==> config.mk <==
export PLATFORM = sky130hd
export DESIGN_NAME = dice_player
export DESIGN_NICKNAME = d
export VERILOG_FILES = /design/src/rtl/dice_player.sv
export SDC_FILE = /design/constraint.sdc
export NUM_CORES = 1
export LEC_CHECK = 0
export CAP_MARGIN = 20
export CORE_MARGIN = 2
export CORE_UTILIZATION = 55
export CTS_CLUSTER_DIAMETER = 40
export DETAILED_ROUTE_END_ITERATION = 7
export HOLD_SLACK_MARGIN = 0.15
export PLACE_DENSITY = 0.87
export SYNTH_ARGS = -nofsm -noshare
export SYNTH_HDL_FRONTEND = slang
export SYNTH_SLANG_ARGS = --single-unit
==> constraint.sdc <==
create_clock -name clk -period 3.9 [get_ports clk]
set_input_delay 0.585 -clock clk [delete_from_list [all_inputs] [get_ports clk]]
set_output_delay 0.585 -clock clk [all_outputs]
set_load 0.02 [all_outputs]
==> src/rtl/dice_player.sv <==
// Player-side controller: button sync/debounce, roller enable, pip display and two-player Pig scoring.
// Optional DICE_PLAYER_ANIM_EN: pips follow the live die value while rolling.
module dice_player #(
    parameter int DEBOUNCE_CYCLES = 16,
    parameter int TARGET          = 50,
    parameter int SCORE_W         = 7
) (
    input  logic               clk,
    input  logic               reset_n,
    input  logic               roll_btn,
    input  logic               hold_btn,
    input  logic [2:0]         dice_in,
    output logic               ena_out,
    output logic [6:0]         pips,
    output logic               player,
    output logic [SCORE_W-1:0] turn_total,
    output logic [SCORE_W-1:0] score0,
    output logic [SCORE_W-1:0] score1,
    output logic               winner_valid,
    output logic               winner,
    output logic               bad_die
);
    localparam int CW = $clog2(DEBOUNCE_CYCLES + 1);
    localparam logic [CW-1:0]      CNT_LAST = CW'(DEBOUNCE_CYCLES - 1);
    localparam logic [SCORE_W-1:0] TARGET_W = SCORE_W'(TARGET);

    typedef enum logic [2:0] {
        S_IDLE, S_ROLLING, S_SETTLE, S_EVAL, S_HOLD, S_GAME_OVER
    } state_t;

    function automatic logic [6:0] pip_map(input logic [2:0] v);
        case (v)
            3'd1:    pip_map = 7'b0001000;
            3'd2:    pip_map = 7'b1000001;
            3'd3:    pip_map = 7'b1001001;
            3'd4:    pip_map = 7'b1100011;
            3'd5:    pip_map = 7'b1101011;
            3'd6:    pip_map = 7'b1110111;
            default: pip_map = 7'b0000000;
        endcase
    endfunction

    // Button index 0 = roll, 1 = hold
    logic [1:0]    sync1_q, sync1_d, sync2_q, sync2_d, db_q, db_d;
    logic [1:0]    rise_q, rise_d, fall_q, fall_d;
    logic [CW-1:0] cnt_q [2];
    logic [CW-1:0] cnt_d [2];

    always_comb begin
        sync1_d = {hold_btn, roll_btn};
        sync2_d = sync1_q;
        db_d    = db_q;
        for (int unsigned i = 0; i < 2; i++) begin
            cnt_d[i] = '0;
            if (sync2_q[i] != db_q[i]) begin
                if (cnt_q[i] == CNT_LAST) db_d[i] = sync2_q[i];
                else                      cnt_d[i] = cnt_q[i] + 1'b1;
            end
        end
        rise_d = db_d & ~db_q;
        fall_d = ~db_d & db_q;
    end

    state_t             state_q, state_d;
    logic               ena_q, ena_d, player_q, player_d;
    logic               wvalid_q, wvalid_d, winner_q, winner_d, bad_q, bad_d;
    logic [2:0]         die_q, die_d;
    logic [6:0]         pips_q, pips_d;
    logic [SCORE_W-1:0] turn_q, turn_d, score0_q, score0_d, score1_q, score1_d;
    logic [SCORE_W-1:0] cur_score, new_turn, total;

    always_comb begin
        state_d   = state_q;
        player_d  = player_q;
        wvalid_d  = wvalid_q;
        winner_d  = winner_q;
        bad_d     = 1'b0;
        die_d     = die_q;
        pips_d    = pips_q;
        turn_d    = turn_q;
        score0_d  = score0_q;
        score1_d  = score1_q;
        cur_score = player_q ? score1_q : score0_q;
        new_turn  = turn_q + SCORE_W'(die_q);
        total     = cur_score + new_turn;
        case (state_q)
            S_IDLE: begin
                if (rise_q[0])                           state_d = S_ROLLING;
                else if (rise_q[1] && turn_q != '0)      state_d = S_HOLD;
            end
            S_ROLLING: begin
`ifdef DICE_PLAYER_ANIM_EN
                pips_d = pip_map(dice_in);
`endif
                if (fall_q[0]) state_d = S_SETTLE;
            end
            S_SETTLE: begin
                die_d   = dice_in;
                pips_d  = pip_map(dice_in);
                state_d = S_EVAL;
            end
            S_EVAL: begin
                state_d = S_IDLE;
                if (die_q == 3'd0 || die_q == 3'd7) begin
                    bad_d = 1'b1;
                end else if (die_q == 3'd1) begin
                    turn_d   = '0;
                    player_d = ~player_q;
                end else if (total >= TARGET_W) begin
                    if (player_q) score1_d = total;
                    else          score0_d = total;
                    turn_d   = '0;
                    winner_d = player_q;
                    wvalid_d = 1'b1;
                    state_d  = S_GAME_OVER;
                end else begin
                    turn_d = new_turn;
                end
            end
            S_HOLD: begin
                if (player_q) score1_d = score1_q + turn_q;
                else          score0_d = score0_q + turn_q;
                turn_d   = '0;
                player_d = ~player_q;
                state_d  = S_IDLE;
            end
            S_GAME_OVER: begin
                if (rise_q[0]) begin
                    score0_d = '0;
                    score1_d = '0;
                    turn_d   = '0;
                    player_d = 1'b0;
                    wvalid_d = 1'b0;
                    pips_d   = '0;
                    state_d  = S_IDLE;
                end
            end
            default: state_d = S_IDLE;
        endcase
        ena_d = (state_d == S_ROLLING);
    end

    always_ff @(posedge clk) begin
        if (!reset_n) begin
            sync1_q  <= '0;
            sync2_q  <= '0;
            db_q     <= '0;
            rise_q   <= '0;
            fall_q   <= '0;
            for (int unsigned i = 0; i < 2; i++) cnt_q[i] <= '0;
            state_q  <= S_IDLE;
            ena_q    <= 1'b0;
            player_q <= 1'b0;
            wvalid_q <= 1'b0;
            winner_q <= 1'b0;
            bad_q    <= 1'b0;
            die_q    <= '0;
            pips_q   <= '0;
            turn_q   <= '0;
            score0_q <= '0;
            score1_q <= '0;
        end else begin
            sync1_q  <= sync1_d;
            sync2_q  <= sync2_d;
            db_q     <= db_d;
            rise_q   <= rise_d;
            fall_q   <= fall_d;
            for (int unsigned i = 0; i < 2; i++) cnt_q[i] <= cnt_d[i];
            state_q  <= state_d;
            ena_q    <= ena_d;
            player_q <= player_d;
            wvalid_q <= wvalid_d;
            winner_q <= winner_d;
            bad_q    <= bad_d;
            die_q    <= die_d;
            pips_q   <= pips_d;
            turn_q   <= turn_d;
            score0_q <= score0_d;
            score1_q <= score1_d;
        end
    end

    assign ena_out      = ena_q;
    assign pips         = pips_q;
    assign player       = player_q;
    assign turn_total   = turn_q;
    assign score0       = score0_q;
    assign score1       = score1_q;
    assign winner_valid = wvalid_q;
    assign winner       = winner_q;
    assign bad_die      = bad_q;
endmodule

==> results.sh <==
export IMPL_critical_path_required_ns=4.15
export IMPL_grt_util_all_layers=0.242
export IMPL_r2r_end="score1[6]"
export IMPL_grt_pass1_wl_um=13900
export IMPL_avgSynthCellArea_um2=8.78
export IMPL_pwr_density_cell_nw_per_um2=232
export IMPL_dieArea_um2=6990
export IMPL_tightest_slew_ns=0.996
export IMPL_power_ir_vdd_worst_uv=175
export IMPL_antenna_cells=0
export IMPL_cts_tree="built"
export IMPL_num_io_pins=40
export IMPL_final_cell_mix="54 x dfxtp_1, 45 x nand2_1, 39 x clkdlybuf4s50_1, 32 x nor2_1, 26 x ha_1"
export IMPL_crit_chain="ha_1 > inv_1 > fa_1 > nor2b_2 > o21ai_0 > and2_1 > or2_2 > ha_1 > a21o_1 > a221oi_2 > xnor3_1 > buf_4 > o31ai_4 > a21oi_4 > o31ai_2"
export IMPL_syn_inst=397
export IMPL_grt_pass1_vias=2940
export IMPL_worstHoldPathCells=1
export IMPL_floorplan_initialDensity=0.559
export IMPL_crit_buf_inv=2
export IMPL_fin_ws_ns=0.211
export IMPL_start_kind="flop"
export IMPL_power_switching_mw=0.231
export IMPL_syn_num_nets=434
export IMPL_area_growth_pct=16.2
export IMPL_hold_buffers=0
export IMPL_num_vias=3147
export IMPL_r2r_slack_ns=0.21
export IMPL_rsz0062_at_grt="no"
export IMPL_max_cap_violations=0
export IMPL_grt_max_degree=32
export IMPL_cts_path_max_buffers=2
export IMPL_die_x_um=83.6
export IMPL_portBuffers=39
export IMPL_ys_types=65
export IMPL_drc=0
export IMPL_yosys_top_cells_area="dfxtp_1 32%, ha_1 9.3%, nand2_1 4.8%"
export IMPL_dr_pass1_iters=5
export IMPL_setup_viol=0
export IMPL_synth_seq_cells=55
export IMPL_antenna_found_initial=0
export IMPL_async_flop_share=0
export IMPL_synth_largest_area_cell="dfxtp_1"
export IMPL_synth_area_um2=3490
export IMPL_rows=29
export IMPL_critPathMostFrequentCell="ha_1"
export IMPL_path_delay_family="compound AO/OA/AOI/OAI gates"
export IMPL_ys_seq_area_frac=0.316
export IMPL_holdCritStartpoint="sync1_q[0]"
export IMPL_p_int_mw=0.711
export IMPL_fin_crit_ns=3.69
export IMPL_min_to="sync2_q[0]"
export IMPL_clock_latency_ns=0.32
export IMPL_fin_worst_skew_ns=0.00969
export IMPL_drt_wl_total_um=8320
export IMPL_drv_slew=0
export IMPL_layout_drive_gt1_share=0.0943
export IMPL_cts_buffers_inserted=5
export IMPL_period_share=0.946
export IMPL_synth_top_area_frac=0.316
export IMPL_h_tree_depth=2
export IMPL_core_area_um2=6240
export IMPL_synth_warning_count=0
export IMPL_final_cells=512
export IMPL_critical_path_max_fanout=8
export IMPL_hold_violations=0
export IMPL_place_gp_congestion=0.870
export IMPL_outcome="finished clean"
export IMPL_r2r_cells=15
export IMPL_cp_end_kind="flop"
export IMPL_cp_slowest_stage_delay_ns=0.43
export IMPL_fmax_mhz=271
export IMPL_overflow=0
export IMPL_cts_root_buf="clkbuf_8"
export IMPL_synth_edf_count=0
export IMPL_finalPower_mw=0.942
export IMPL_swShare=0.246
export IMPL_clkPwrFrac=0.375
export IMPL_power_frac_seq=0.600
export IMPL_cp_slowest_cell="xnor3_1"
export IMPL_route_antenna_remaining_nets=0
export IMPL_post_cts_resized=0
export IMPL_pwr_share_comb=0.025
export IMPL_drtIter0Drc=204
export IMPL_cts_sinks=55
export IMPL_n_fill_cell=529
export IMPL_cp_arrival_ns=3.94
export IMPL_startpoint="die_q[0]"
export IMPL_r2r_start="die_q[0]"
export IMPL_nets=471
export IMPL_ys_flop_type="dfxtp_1"
export IMPL_post_cts_buffers=0
export IMPL_final_common_cell="dfxtp_1"
export IMPL_clkSlewWorstSetupHoldPaths_ns=0.12
export IMPL_relSlewSlack=0.334
export IMPL_place_ws_ns=0.0946
export IMPL_wl_per_cell_um=16.2
export IMPL_power_leakage_nw=1.71
export IMPL_placed_cells=504
export IMPL_finalSetupTns_ns=0
export IMPL_viasPerCell=6.15
export IMPL_fp_dieH_um=83.6
export IMPL_dp_hpwl_um=6280
export IMPL_worstHoldPathType="flop to flop"
export IMPL_crit_type="flop to flop"
[cell usage after synthesis, types with 3 or more instances]
master and count:
nor2b_1 4, xnor2_1 12, nand2_1 45, nand3_1 12, nor2_1 32, a21oi_1 25
nor3_1 10, buf_4 5, xor2_1 8, nand4b_1 4, mux2_2 7, mux2i_1 14
ha_1 26, a21o_1 9, and3_1 4, a22o_1 6, or3_1 5, dfxtp_1 55
nand2b_1 4, and2_1 7, fa_1 4, inv_1 12, o21ai_0 10, o211ai_1 3
a31oi_1 3, a211oi_1 10, clkbuf_1 11, a32oi_1 5
[how the worst max path moves through the flow]
stage / end / slack, ns / cells after the start
after floorplan: winner / 0.14 / 14
after detailed placement: state_q[2] / 0.09 / 14
final: score1[6] / 0.21 / 15
after CTS: state_q[2] / 0.08 / 14
after global placement: state_q[2] / 0.20 / 14
after global routing: score0[2] / 0.007 / 15
[cell type report]
cell class | count | area (µm²) | share of cell area
clock buffer | 5 | 68.8 | 0.0170
clock inverter | 3 | 33.8 | 0.00834
inverter | 13 | 48.8 | 0.0120
multi-input combinational | 310 | 2240 | 0.552
sequential | 55 | 1100 | 0.272
tap | 77 | 96.3 | 0.0238
timing repair buffer | 49 | 465 | 0.115
[through the flow]
step | util | hold WS, ns | cell area, µm²
4_1_cts | 0.648 | 0.446 | 4050
5_1_grt | 0.649 | 0.465 | 4050
6_report | 0.649 | 0.443 | 4050
3_3_place_gp | 0.632 | 0.416 | 3940
2_1_floorplan | - | 0.412 | 3490
3_5_place_dp | 0.632 | 0.420 | 3940
[logic make-up (layout without fill, tap and decap cells)]
| group | count (synthesis) | after routing | share of synthesized area |
|---|---|---|---|
| AOI/OAI and AO/OA | 96 | 96 | 0.202 |
| xor gates and xnor gates | 21 | 21 | 0.0567 |
| adders and majority gates | 30 | 30 | 0.116 |
| buffers and inverters | 32 | 70 | 0.0441 |
| DFF | 55 | 55 | 0.316 |
| muxes | 21 | 21 | 0.0628 |
| and+or+nand+nor | 142 | 142 | 0.202 |
[power by group through the flow]
stage	Sequential, mW	Combinational [mW]	Clock (mW)
after floorplan	0.578	0.0117	0
after global placement	0.578	0.0229	0
after detailed placement	0.578	0.0235	0
after CTS	0.565	0.0235	0.357
after global routing	0.566	0.0259	0.385
final	0.565	0.0236	0.353
[routing by layer]
metal	track usage	wire length, µm	vias up
li1	-	-	1509
met1	0.334	3620	1492
met2	0.383	3920	119
met3	0.0297	502	27
met4	0.101	279	0
met5	0	0	-
[sequential cells by signal, indices dropped and copies added (netlist names), 2 cells and up]
name	flops
cnt_q	10
db_q	2
die_q	3
pips	4
rise_q	2
score0	7
score1	7
state_q	3
sync1_q	2
sync2_q	2
turn_total	7
[worst reg2reg max path: stages (launching register included)]
cell and delay [ns]:
dfxtp_2 0.37, ha_1 0.17, inv_1 0.06, fa_1 0.41, nor2b_2 0.14, o21ai_0 0.10, and2_1 0.18, or2_2 0.31
ha_1 0.33, a21o_1 0.18, a221oi_2 0.25, xnor3_1 0.43, buf_4 0.16, o31ai_4 0.12, a21oi_4 0.19, o31ai_2 0.24
No activity file was read; power rests on OpenSTA's default activity.
==> edit 1 (same settings) <==
Register the inputs `roll_btn` and `hold_btn` before use, cleared by the reset. The logic sees them one clock later. The other inputs are not delayed to match.
--- a/src/rtl/dice_player.sv
+++ b/src/rtl/dice_player.sv
@@ -28,6 +28,19 @@
         S_IDLE, S_ROLLING, S_SETTLE, S_EVAL, S_HOLD, S_GAME_OVER
     } state_t;
 
+    logic roll_btn_q;
+    logic hold_btn_q;
+
+    always_ff @(posedge clk) begin
+        if (!reset_n) begin
+            roll_btn_q <= '0;
+            hold_btn_q <= '0;
+        end else begin
+            roll_btn_q <= roll_btn;
+            hold_btn_q <= hold_btn;
+        end
+    end
+
     function automatic logic [6:0] pip_map(input logic [2:0] v);
         case (v)
             3'd1:    pip_map = 7'b0001000;
@@ -47,7 +60,7 @@
     logic [CW-1:0] cnt_d [2];
 
     always_comb begin
-        sync1_d = {hold_btn, roll_btn};
+        sync1_d = {hold_btn_q, roll_btn_q};
         sync2_d = sync1_q;
         db_d    = db_q;
         for (int unsigned i = 0; i < 2; i++) begin
Formal check against the unedited RTL: no difference found for any inputs over 10 cycles, from zero or initial values and one cycle with reset_n low; that may be too few to reach the edited logic, so the function may still have changed.
==> edit 1 against the original RTL <==
- power rose by 38%
- routed wire length up 13%
- clock power rose by 95%
- setup slack worse by 0.051 ns
- cell count grew 7.2%
- highest routed layer unchanged
- sequential cell count up 2
- count of clock-buffer cells in the layout grew 5
- clock skew fell by 0.0016 ns
- combinational power is 5% higher
- cell area up 9.4%
- area after synthesis up 5.2%
==> edit 1: results (changes against the original RTL) <==
Synthesis
  – Synth top area cells: dfxtp_1 (31%), ha_1 (8.5%), mux2i_1 (5.5%)
  – Syn nets: 463 (+6.7%)
  – Post-synthesis sequential area ratio: 31.1% (-0.48 points)
  – Yosys cell types: 60 (-7.7%)

Cells and area
  – Final nets: 503 (+6.8%)
  – FILL cells: 490 (-7.4%)

Power
  – Pwr Density: 293 nW/µm² (+26%)
  – Power Internal: 1.02 mW (+44%)
  – Leakage: 1.78 nW (+4.3%)

Clock tree
  – Clock transition at path regs: 0.07 ns (-0.05 ns)
  – Number of CTS-inserted buffers: 9 (+4)
  – Number of H-tree levels: 3 (+1)
  – Clock Latency Late Sink: 0.35 ns (+0.03 ns)

Critical path
  – WP data arrival: 3.97 ns (+0.03 ns)
  – Max Fanout on Critical Path: 7 (-1)
  – Crit-path slowest cell: or3b_2

Outcome
  – Status: complete, no violations

GRT
  – Number of global-route vias before repair: 3237 (+10%)
  – GRT Overall Usage: 25.9% (+1.7 points)
  – Pin count of the biggest net entering global routing: 37 (+16%)
  – First-pass GRT wire length: 15000 µm (+8.2%)

Hold path
  – HP Class: flop to flop
  – Hold_sp: roll_btn_q

Detailed routing
  – Initial drt markers: 258 (+26%)
  – Vias/cell: 6.19 (+0.73%)
  – Routed len/inst: 17.1 µm (+5.3%)

Place
  – Placed cell area: 4130 µm² (+4.6%)

Timing
  – Clock skew: 0.00808 ns (-0.00161 ns)
  – Worst slew pin tran: 1.11 ns (+0.110 ns)
edit 1: cells by family after synthesis:
kind of cell | synth area share [%]
adder cells (fa/ha/maj) | 10.7
AO/OA/AOI/OAI | 18.1
multiplexers | 8.01
XOR/XNOR | 5.22
flip-flops | 31.1
AND/OR/NAND/NOR | 22.7
buffers and inverters | 4.13
edit 1: worst max-delay path, delay by kind of cell, from the launching register on:
kind / cells / cell delay [ns]
flops: 1 / 0.36
buf+inv: 1 / 0.06
mux: 1 / 0.14
simple gates: 5 / 1.32
fa+ha+maj: 3 / 0.92
compound gates: 4 / 0.81
edit 1: path summary, 6_finish.rpt:
kind                                   end  slack, ns  cells past startpoint
worst min-delay path            sync1_q[0]       0.44                      1
worst min register to register  sync1_q[0]       0.44                      1
worst max-delay path             score0[3]       0.16                     14
worst max register to register   score0[3]       0.16                     14
edit 1: power groups by stage:
stage               combinational (mW)  clock [mW]  sequential (mW)
detailed placement              0.0238           0            0.599
global route                    0.0269       0.720            0.586
CTS                             0.0242       0.691            0.586
finish                          0.0248       0.688            0.586
floorplan                       0.0123           0            0.599
global placement                0.0234           0            0.599
edit 1: metrics by stage:
step	TNS [ns]	power [mW]	std cells	hold slack, ns	worst slack [ns]
after floorplan	0	0.611	427	0.412	0.0142
after global placement	0	0.622	532	0.415	0.243
after detailed placement	0	0.623	532	0.423	0.105
after CTS	0	1.30	548	0.439	0.0353
after global routing	-0.0237	1.33	549	0.462	-0.0157
final	0	1.30	549	0.440	0.160
edit 1: timing repair:
action                     4_1_cts  5_1_grt
setup buffers                    0        1
gates resized for setup          1       12
hold buffers                     0        0
pin swaps                        0        6
setup endpoints to repair        1       22
edit 1: routing by layer:
layer | track usage (%) | share of wire [%]
met1 | 33.8 | 43
met2 | 41.4 | 47
met3 | 7.03 | 7.1
met4 | 9.24 | 2.5
met5 | 0 | 0
edit 1: area by class of cell:
type | count | share of cell area (%)
well taps | 77 | 2.17
flip-flops and latches | 57 | 25.8
repair buffers | 49 | 10.6
multi-input cells | 336 | 54.8
clock inverters | 6 | 2.60
inverters | 14 | 1.19
clock buffers | 10 | 2.88
==> edit 2 (config.mk and constraints unchanged) <==
Made on the original files. The option `DICE_PLAYER_ANIM_EN` is turned on by a define.
--- a/src/rtl/dice_player.sv
+++ b/src/rtl/dice_player.sv
@@ -1,5 +1,7 @@
 // Player-side controller: button sync/debounce, roller enable, pip display and two-player Pig scoring.
 // Optional DICE_PLAYER_ANIM_EN: pips follow the live die value while rolling.
+`define DICE_PLAYER_ANIM_EN
+
 module dice_player #(
     parameter int DEBOUNCE_CYCLES = 16,
     parameter int TARGET          = 50,
Function: no difference found for any inputs over 10 cycles, from zero or initial values and one cycle with reset_n low; that may be too few to reach the edited logic, so the function may still have changed.
==> edit 2 against the original RTL <==
- the run now ends with setup timing left
- routed wire length is essentially flat
- synthesized cell count shrank 3.3%
- cell area shrank 1.5%
- combinational power shrank 2%
- setup slack lost 0.24 ns
- power shrank 1.3%
- area after synthesis shrank 2.4%
- count of clock-buffer cells in the layout is the same
- sequential cell count is the same
- clock power shrank 3%
- sequential share of layout area grew 0.39 points
- highest routed layer unchanged
==> edit 2: results (changes against the original RTL) <==
Critical path
  – Max Fanout on Critical Path: 7 (-1)
  – Reg2reg setup slack: -0.03 ns (-0.24 ns)
  – Worst R2R End: score1[3]
  – Critical R2R Launch: turn_total[0]
  – Maximum single-stage delay on the critical path: 0.46 ns (+0.03 ns)
  – Crit-path slowest cell: or4b_4
  – WP data arrival: 4.14 ns (+0.20 ns)

Place
  – Placed Cells: 488 (-3.2%)
  – Dpl ws: 0.137 ns (+0.0424 ns)
  – GPL Wtd Cong: 0.886 (+1.9%)
  – Final HPWL DP: 5930 µm (-5.6%)
  – Placed cell area: 3820 µm² (-3.1%)

Cells and area
  – Layout cell share with drive strength beyond 1: 13.3% (+3.9 points)
  – Final nets: 463 (-1.7%)
  – Layout Cells excl Fill: 502 (-2.0%)

GRT
  – GRT Overall Usage: 24.5% (+0.27 points)
  – Number of global-route vias before repair: 2801 (-4.7%)
  – First-pass GRT wire length: 12900 µm (-7.5%)
  – Pin count of the biggest net entering global routing: 20 (-38%)

Clock tree
  – Max clock buf depth: 2 (unchanged)
  – Clock Latency Late Sink: 0.32 ns (about the same)
  – Clock root cell: clkbuf_8

Timing
  – Final setup TNS: -0.0274 ns (-0.0274 ns)
  – Clock skew: 0.0134 ns (+0.00375 ns)
  – Setup slack after layout: -0.0274 ns (-0.238 ns)
  – WHS: 0.443 ns (-0.000248 ns)
  – # setup viols final: 1 (+1)
  – Worst slew pin tran: 0.775 ns (-0.221 ns)

Synthesis
  – Synth top area cells: dfxtp_1 (32%), ha_1 (9.6%), nor2_1 (5.1%)
  – Syn Inst Count: 384 (-3.3%)
  – Post-synth ARST share: 0% (unchanged)
  – List of most frequent post-synthesis cells: dfxtp_1 (55), nor2_1 (46), a21oi_1 (26), ha_1 (26), nand2_1 (26)
  – Yosys cell types: 61 (-6.2%)
  – Post-synthesis sequential area ratio: 32.3% (+0.77 points)
  – Syn nets: 421 (-3.0%)

Power
  – Leakage: 1.62 nW (-5.0%)
  – Maximum vdd drop: 209 µV (+20%)
  – Power Internal: 706 µW (-0.70%)

Detailed routing
  – Drt total wl: 8310 µm (about the same)
  – Initial drt markers: 365 (+79%)
  – Vias/cell: 5.99 (-2.6%)

Outcome
  – Status: finished with violations
  – Violated checks: setup timing
edit 2: cell types whose count changed after synthesis, moves of 6 or more:
cell | unedited run | this run
a211oi_1 | 10 | 3
a211oi_2 | 0 | 6
a22o_1 | 6 | 0
a311oi_1 | 1 | 8
inv_1 | 12 | 20
mux2i_1 | 14 | 6
nand2_1 | 45 | 26
nor2_1 | 32 | 46
nor2_2 | 0 | 6
nor3_1 | 10 | 3
edit 2: kinds of logic after synthesis:
kind of cell | Yosys count | share of synthesized area (%)
AOI/OAI and AO/OA | 93 | 20.2
xor gates and xnor gates | 23 | 6.14
adders and majority gates | 30 | 11.9
buffers and inverters | 39 | 6.21
DFF | 55 | 32.3
muxes | 12 | 3.75
and+or+nand+nor | 132 | 19.4
edit 2: layout make-up:
cell class / count / area (µm²)
inverters: 20 / 75.1
multi-input cells: 290 / 2100
flip-flops and latches: 55 / 1100
clock inverters: 3 / 27.5
clock buffers: 5 / 68.8
well taps: 75 / 93.8
repair buffers: 54 / 519
fillers: 482 / 1970
edit 2: what timing repair did:
action / CTS / global route
resized for setup: 0 / 2
setup buffers: 0 / 6
endpoints found under the setup margin: 0 / 8
edit 2: how the worst max path moves through the flow:
stage / depth (start not counted) / endpoint / slack [ns] / start
6_report: 15 / score1[3] / -0.03 / turn_total[0]
5_1_grt: 15 / score1[3] / -0.1 / die_q[0]
4_1_cts: 15 / score1[1] / 0.06 / turn_total[0]
3_5_place_dp: 15 / score1[1] / 0.14 / turn_total[0]
3_3_place_gp: 15 / score1[1] / 0.33 / turn_total[0]
2_1_floorplan: 14 / score0[1] / 0.27 / turn_total[1]
edit 2: power groups by stage:
stage / clock [mW] / sequential, mW / combinational [mW]
floorplan: 0 / 0.578 / 0.0132
global placement: 0 / 0.578 / 0.0222
detailed placement: 0 / 0.578 / 0.0233
CTS: 0.348 / 0.565 / 0.0234
global route: 0.364 / 0.566 / 0.0253
finish: 0.341 / 0.565 / 0.0232
edit 2: critical path, delay by kind of cell, from the launching register on:
family	cells	cell delay (ns)
adders and majority gates	3	0.90
buffers and inverters	2	0.24
DFF	1	0.36
and+or+nand+nor	6	1.34
AOI/OAI and AO/OA	4	1.00
edit 2: metal layers:
metal,GRT usage (%),wire [µm],up-vias
li1,-,-,1435
met1,31.0,3550,1425
met3,3.59,506,17
met5,0,0,-
met4,8.69,140,0
met2,42.3,4110,129
